<file path="config.mk">
export PLATFORM = sky130hd
export DESIGN_NAME = johnson_decoder
export DESIGN_NICKNAME = d
export VERILOG_FILES = /design/src/rtl/johnson_decoder_pkg.sv /design/src/rtl/johnson_code_decode.sv /design/src/rtl/johnson_decoder.sv
export SDC_FILE = /design/constraint.sdc
export NUM_CORES = 1
export LEC_CHECK = 0
export BUFFER_PORTS_ARGS = -buffer_cell sky130_fd_sc_hd__buf_2
export CORE_MARGIN = 10
export CORE_UTILIZATION = 34
export CTS_BUF_LIST = sky130_fd_sc_hd__clkbuf_4 sky130_fd_sc_hd__clkbuf_8 sky130_fd_sc_hd__clkbuf_16
export DETAILED_ROUTE_END_ITERATION = 16
export PLACE_DENSITY = 0.57
export SYNTH_ARGS = -nofsm -noshare
export SYNTH_HDL_FRONTEND = slang
export SYNTH_SLANG_ARGS = --single-unit
</file>
<file path="constraint.sdc">
create_clock -name clk -period 2.4 [get_ports clk]
set_input_delay 0.12 -clock clk [delete_from_list [all_inputs] [get_ports clk]]
set_output_delay 0.12 -clock clk [all_outputs]
set_load 0.01 [all_outputs]
</file>
<file path="src/rtl/johnson_decoder_pkg.sv">
// Shared types and combinational helpers for the Johnson-code decoder.
// The helpers take the code width as an argument so one package serves
// every instance width up to JC_MAX_W bits.
package johnson_decoder_pkg;

    localparam int JC_MAX_W = 32;

    typedef enum logic [1:0] {
        ST_HUNT   = 2'd0,
        ST_CHECK  = 2'd1,
        ST_LOCKED = 2'd2
    } jd_state_t;

    // A legal Johnson word has at most one 0/1 boundary between adjacent
    // bits: all-zeros, all-ones, a run of ones from bit0, or a run of ones
    // ending at the MSB.
    function automatic logic jc_is_legal(input logic [JC_MAX_W-1:0] w, input int n);
        int edges;
        edges = 0;
        for (int i = 0; i < JC_MAX_W - 1; i++) begin
            if ((i < n - 1) && (w[i] != w[i+1]))
                edges++;
        end
        return (edges <= 1);
    endfunction

    // Position in the 2n-long cycle: the filling half (MSB=0) counts ones,
    // the draining half (MSB=1) counts down from 2n.
    function automatic int jc_index(input logic [JC_MAX_W-1:0] w, input int n);
        int   pop;
        logic msb;
        pop = 0;
        msb = 1'b0;
        for (int i = 0; i < JC_MAX_W; i++) begin
            if ((i < n) && w[i])
                pop++;
            if (i == n - 1)
                msb = w[i];
        end
        return msb ? (2 * n - pop) : pop;
    endfunction

endpackage

</file>
<file path="src/rtl/johnson_code_decode.sv">
// Pure combinational legality check and index decode of one Johnson word.
module johnson_code_decode
    import johnson_decoder_pkg::*;
#(
    parameter int N  = 4,
    parameter int IW = $clog2(2 * N)
) (
    input  logic [N-1:0]  jc,
    output logic          legal,
    output logic [IW-1:0] idx
);

    logic [JC_MAX_W-1:0] wide;

    // Zero-extend the word to the helper functions' fixed width.
    always_comb begin
        wide        = '0;
        wide[N-1:0] = jc;
    end

    assign legal = jc_is_legal(wide, N);
    assign idx   = IW'(jc_index(wide, N));

endmodule

</file>
<file path="src/rtl/johnson_decoder.sv">
// Johnson-code decoder with sequence tracking: decodes each sampled word to
// its cycle index, checks it against the expected successor, and runs a
// HUNT/CHECK/LOCKED acquisition FSM with an error-tolerant lock and a
// saturating wrap counter. Every output is registered (one-cycle latency).
module johnson_decoder
    import johnson_decoder_pkg::*;
#(
    parameter int N         = 4,
    parameter int LOCK_CNT  = 2,
    parameter int ERR_LIMIT = 3
) (
    input  logic                      clk,
    input  logic                      rst,
    input  logic                      in_valid,
    input  logic [N-1:0]              jc_in,
    output logic [$clog2(2*N)-1:0]    bin_out,
    output logic                      bin_valid,
    output logic                      illegal,
    output logic                      seq_err,
    output logic                      locked,
    output logic [7:0]                wrap_cnt
);

    localparam int IW = $clog2(2 * N);
    localparam int GW = $clog2(LOCK_CNT + 1);
    localparam int EW = $clog2(ERR_LIMIT + 1);
    localparam logic [IW-1:0] LAST_IDX = IW'(2 * N - 1);

    jd_state_t     state;
    logic [IW-1:0] ref_idx;
    logic [GW-1:0] good_cnt;
    logic [EW-1:0] err_cnt;

    logic          dec_legal;
    logic [IW-1:0] dec_idx;
    logic [IW-1:0] succ_idx;
    logic          is_succ;
    logic          is_wrap;

    johnson_code_decode #(
        .N  (N),
        .IW (IW)
    ) u_decode (
        .jc    (jc_in),
        .legal (dec_legal),
        .idx   (dec_idx)
    );

    // Expected next index wraps explicitly, since 2N need not be a power of two.
    always_comb begin
        succ_idx = (ref_idx == LAST_IDX) ? '0 : ref_idx + IW'(1);
        is_succ  = dec_legal && (dec_idx == succ_idx);
        is_wrap  = is_succ && (ref_idx == LAST_IDX);
    end

    // Acquisition FSM, counters and registered outputs.
    always_ff @(posedge clk) begin
        if (rst) begin
            state     <= ST_HUNT;
            ref_idx   <= '0;
            good_cnt  <= '0;
            err_cnt   <= '0;
            wrap_cnt  <= '0;
            bin_out   <= '0;
            bin_valid <= 1'b0;
            illegal   <= 1'b0;
            seq_err   <= 1'b0;
            locked    <= 1'b0;
        end else begin
            bin_valid <= 1'b0;
            illegal   <= 1'b0;
            seq_err   <= 1'b0;
            if (in_valid) begin
                // Output decode is independent of the FSM state.
                if (dec_legal) begin
                    bin_out   <= dec_idx;
                    bin_valid <= 1'b1;
                end else begin
                    illegal   <= 1'b1;
                end

                case (state)
                    ST_HUNT: begin
                        if (dec_legal) begin
                            ref_idx  <= dec_idx;
                            good_cnt <= '0;
                            state    <= ST_CHECK;
                        end
                    end

                    ST_CHECK: begin
                        if (!dec_legal) begin
                            state <= ST_HUNT;
                        end else if (is_succ) begin
                            ref_idx <= dec_idx;
                            if (good_cnt == GW'(LOCK_CNT - 1)) begin
                                state    <= ST_LOCKED;
                                locked   <= 1'b1;
                                good_cnt <= '0;
                                err_cnt  <= '0;
                            end else begin
                                good_cnt <= good_cnt + GW'(1);
                            end
                        end else begin
                            // Legal but out of order (a repeat included): restart here.
                            seq_err  <= 1'b1;
                            ref_idx  <= dec_idx;
                            good_cnt <= '0;
                        end
                    end

                    ST_LOCKED: begin
                        if (is_succ) begin
                            err_cnt <= '0;
                            ref_idx <= dec_idx;
                            if (is_wrap && (wrap_cnt != 8'hFF))
                                wrap_cnt <= wrap_cnt + 8'd1;
                        end else begin
                            // Illegal words keep the reference; legal wrong ones move it.
                            if (dec_legal) begin
                                seq_err <= 1'b1;
                                ref_idx <= dec_idx;
                            end
                            if (err_cnt == EW'(ERR_LIMIT - 1)) begin
                                state   <= ST_HUNT;
                                err_cnt <= '0;
                                locked  <= 1'b0;
                            end else begin
                                err_cnt <= err_cnt + EW'(1);
                            end
                        end
                    end

                    default: begin
                        state  <= ST_HUNT;
                        locked <= 1'b0;
                    end
                endcase
            end
        end
    end

endmodule

</file>
==> results.cfg <==
[worst_setup_path]
cp.required_ns = 2.60
rrSetupSlack_ns = 0.05
crit_buf_inv = 0
worstSetupPathType = reg -> reg
worstPathCellList = ha_4, ha_1, xor2_1, xnor2_2, a211oi_4, nand4_4, or4_4, a21oi_2
critPathMaxFanout = 5
worstPathArrival_ns = 2.55
worstSetupEndpointType = register
crit_path_start_kind = register
max_stage_delay_ns = 0.55
cpMaxStageDelayCell = or4_4
cpLargestDelayFamily = simple AND/OR/NAND/NOR gates

[final_layout]
utilization = 0.4246
layout_commonest_cell = dfxtp_1
drive_above_1_share = 0.2500
diodes = 0
syn2layout_area_growth_pct = 19.74
nFillCells = 424
most-common-layout-cells = dfxtp_1, buf_2, nor2_1
stdcell_count = 238
nNetsFinal = 207

[logic_synthesis]
ys_warn_count = 0
syn_nets = 182
synth-edff-count = 0
ys_types = 42
syn_area_um2 = 1439
syn_area_per_cell_um2 = 8.774
yosysTopAreaCell = dfxtp_1
seq_area_frac_synth = 0.3339
synth_area_leaders = dfxtp_1, ha_1, a21oi_1
synth-async-reset-ratio = 0
synth_top_area_frac = 0.3339
synthFlopType = dfxtp_1
syn_inst = 164
ys_ff_latch = 24

[floorplanning]
io_pins = 22
die_area_um2 = 7234
die_y_um = 85.06
rows = 23
initial_core_util = 0.3546
core_um2 = 4058
die_x_um = 85.06

[hold_path]
hold_path_class = in -> reg

[detailed_routing]
wire_per_inst_um = 14.98
drt-total-wl_mm = 3.565
first_pass_iters = 4
remaining_drc_errors = 0
vias_per_cell = 5.319
first_iter_violations = 79
vias = 1266
ant_nets = 0

[run_status]
status = completed

[timing]
skew_ns = 0.005771
worst_slew_pin_slew_ns = 0.5174
rsz0062_at_grt = true
layout_worst_path_cycle_share = 0.9800
slew_headroom = 0.6551
finalSetupTns_ns = 0
final_hold_viol_count = 0
maxSlewViolCount = 0
worst_slack_ns = 0.04805
finalCriticalPeriod_ns = 2.352
finalSetupViolCount = 0
timing.fmax_mhz = 425.2

[run]
max_cap_viol_count = 0

[clocking]
clk_latency_ns = 0.27
cts_sinks = 24
clk_pin_slew_worst_paths_ns = 0.08
cts-root-buf = clkbuf_8
cts_tree = yes
numCtsBuffers = 3
cts_buffer_depth = 2
htreeDepth = 1

[global_route]
antenna_found_initial = 0
grt_overflow = 0
first_global_vias = 1202
grtUsageTotal = 0.08864
grt_pass1_wl_mm = 5.478
grt_max_degree = 29

[pwr]
peakVddDrop_mv = 0.3558
power_density_nw_per_um2 = 548.7
total_power_uw = 945.4
leakagePower_nw = 0.7081

[place]
place_inst = 232
gp_congestion = 0.8601
dp_hpwl_mm = 2.518
port_buffers = 21
place_worst_setup_slack_ns = 0.02108
-- stage by stage --
step	hold slack (ns)	cell area, um^2
6_report	0.1966	1723
5_1_grt	0.2079	1723
4_1_cts	0.1881	1657
3_5_place_dp	0.4491	1602
3_3_place_gp	0.4441	1602
2_1_floorplan	0.4240	1439
-- cell type report --
cell class                 instances  area, um^2  area share
clock buffer                       4       55.05     0.03195
inverter                          12       45.04     0.02614
multi-input combinational        120       920.9      0.5345
sequential                        24       481.7      0.2796
tap                               50       62.56     0.03631
timing repair buffer              28       157.7     0.09150
-- timing repair --
item	4_1_cts	5_1_grt
setup endpoints to repair	0	7
setup buffers	0	1
hold buffers	0	0
gates resized for setup	0	8
-- per-layer routing --
metal / vias up / track usage / wire length (um)
met2: 23 / 0.1526 / 1739
met1: 593 / 0.1037 / 1670
li1: 643 / - / -
met5: - / 0 / 0
met4: 0 / 0.02246 / 41
met3: 7 / 0.02677 / 114
-- power breakdown --
group / switching (mW) / internal [mW] / leakage, nW
clock network: 0.125 / 0.146 / 0.0288
logic: 0.150 / 0.0999 / 0.484
registers: 0.0106 / 0.414 / 0.195
-- path summary, 6_finish.rpt --
kind	start	to	cells past startpoint
worst min-delay path	in_valid	illegal$_SDFF_PP0_	2
worst min register to register	bin_out[1]$_SDFFE_PP0P_	bin_out[1]$_SDFFE_PP0P_	2
worst max register to register	register	wrap_cnt[7]$_SDFFE_PP0P_	8
worst max-delay path	register	wrap_cnt[7]$_SDFFE_PP0P_	8
-- worst reg2reg max path: stages, from the launching register on --
cell      delay [ns]
dfxtp_2         0.35
ha_4            0.16
ha_1            0.28
xor2_1          0.25
xnor2_2         0.13
a211oi_4        0.30
nand4_4         0.17
or4_4           0.55
a21oi_2         0.12
-- synthesized netlist by cell type (2+ instances only) --
| cell | count |
|---|---|
| a211oi_1 | 2 |
| a21oi_1 | 12 |
| a311oi_1 | 3 |
| and2_1 | 2 |
| buf_6 | 2 |
| clkbuf_1 | 5 |
| dfxtp_1 | 24 |
| ha_1 | 11 |
| inv_1 | 12 |
| mux2i_1 | 4 |
| nand2_1 | 6 |
| nand3_1 | 7 |
| nand4_1 | 4 |
| nor2_1 | 13 |
| nor2b_1 | 2 |
| nor3_1 | 6 |
| nor3b_1 | 2 |
| o21ai_0 | 8 |
| o31ai_1 | 3 |
| or3_1 | 4 |
| or4_1 | 3 |
| xnor2_1 | 5 |
| xor2_1 | 5 |
-- kinds of logic after synthesis --
kind of cell | after synthesis | synth area share
and+or+nand+nor | 54 | 0.2087
muxes | 4 | 0.02783
AOI/OAI and AO/OA | 39 | 0.1896
xor gates and xnor gates | 11 | 0.07826
adders and majority gates | 11 | 0.09565
buffers and inverters | 21 | 0.06608
DFF | 24 | 0.3339
No activity file was read; power rests on OpenSTA's default activity.
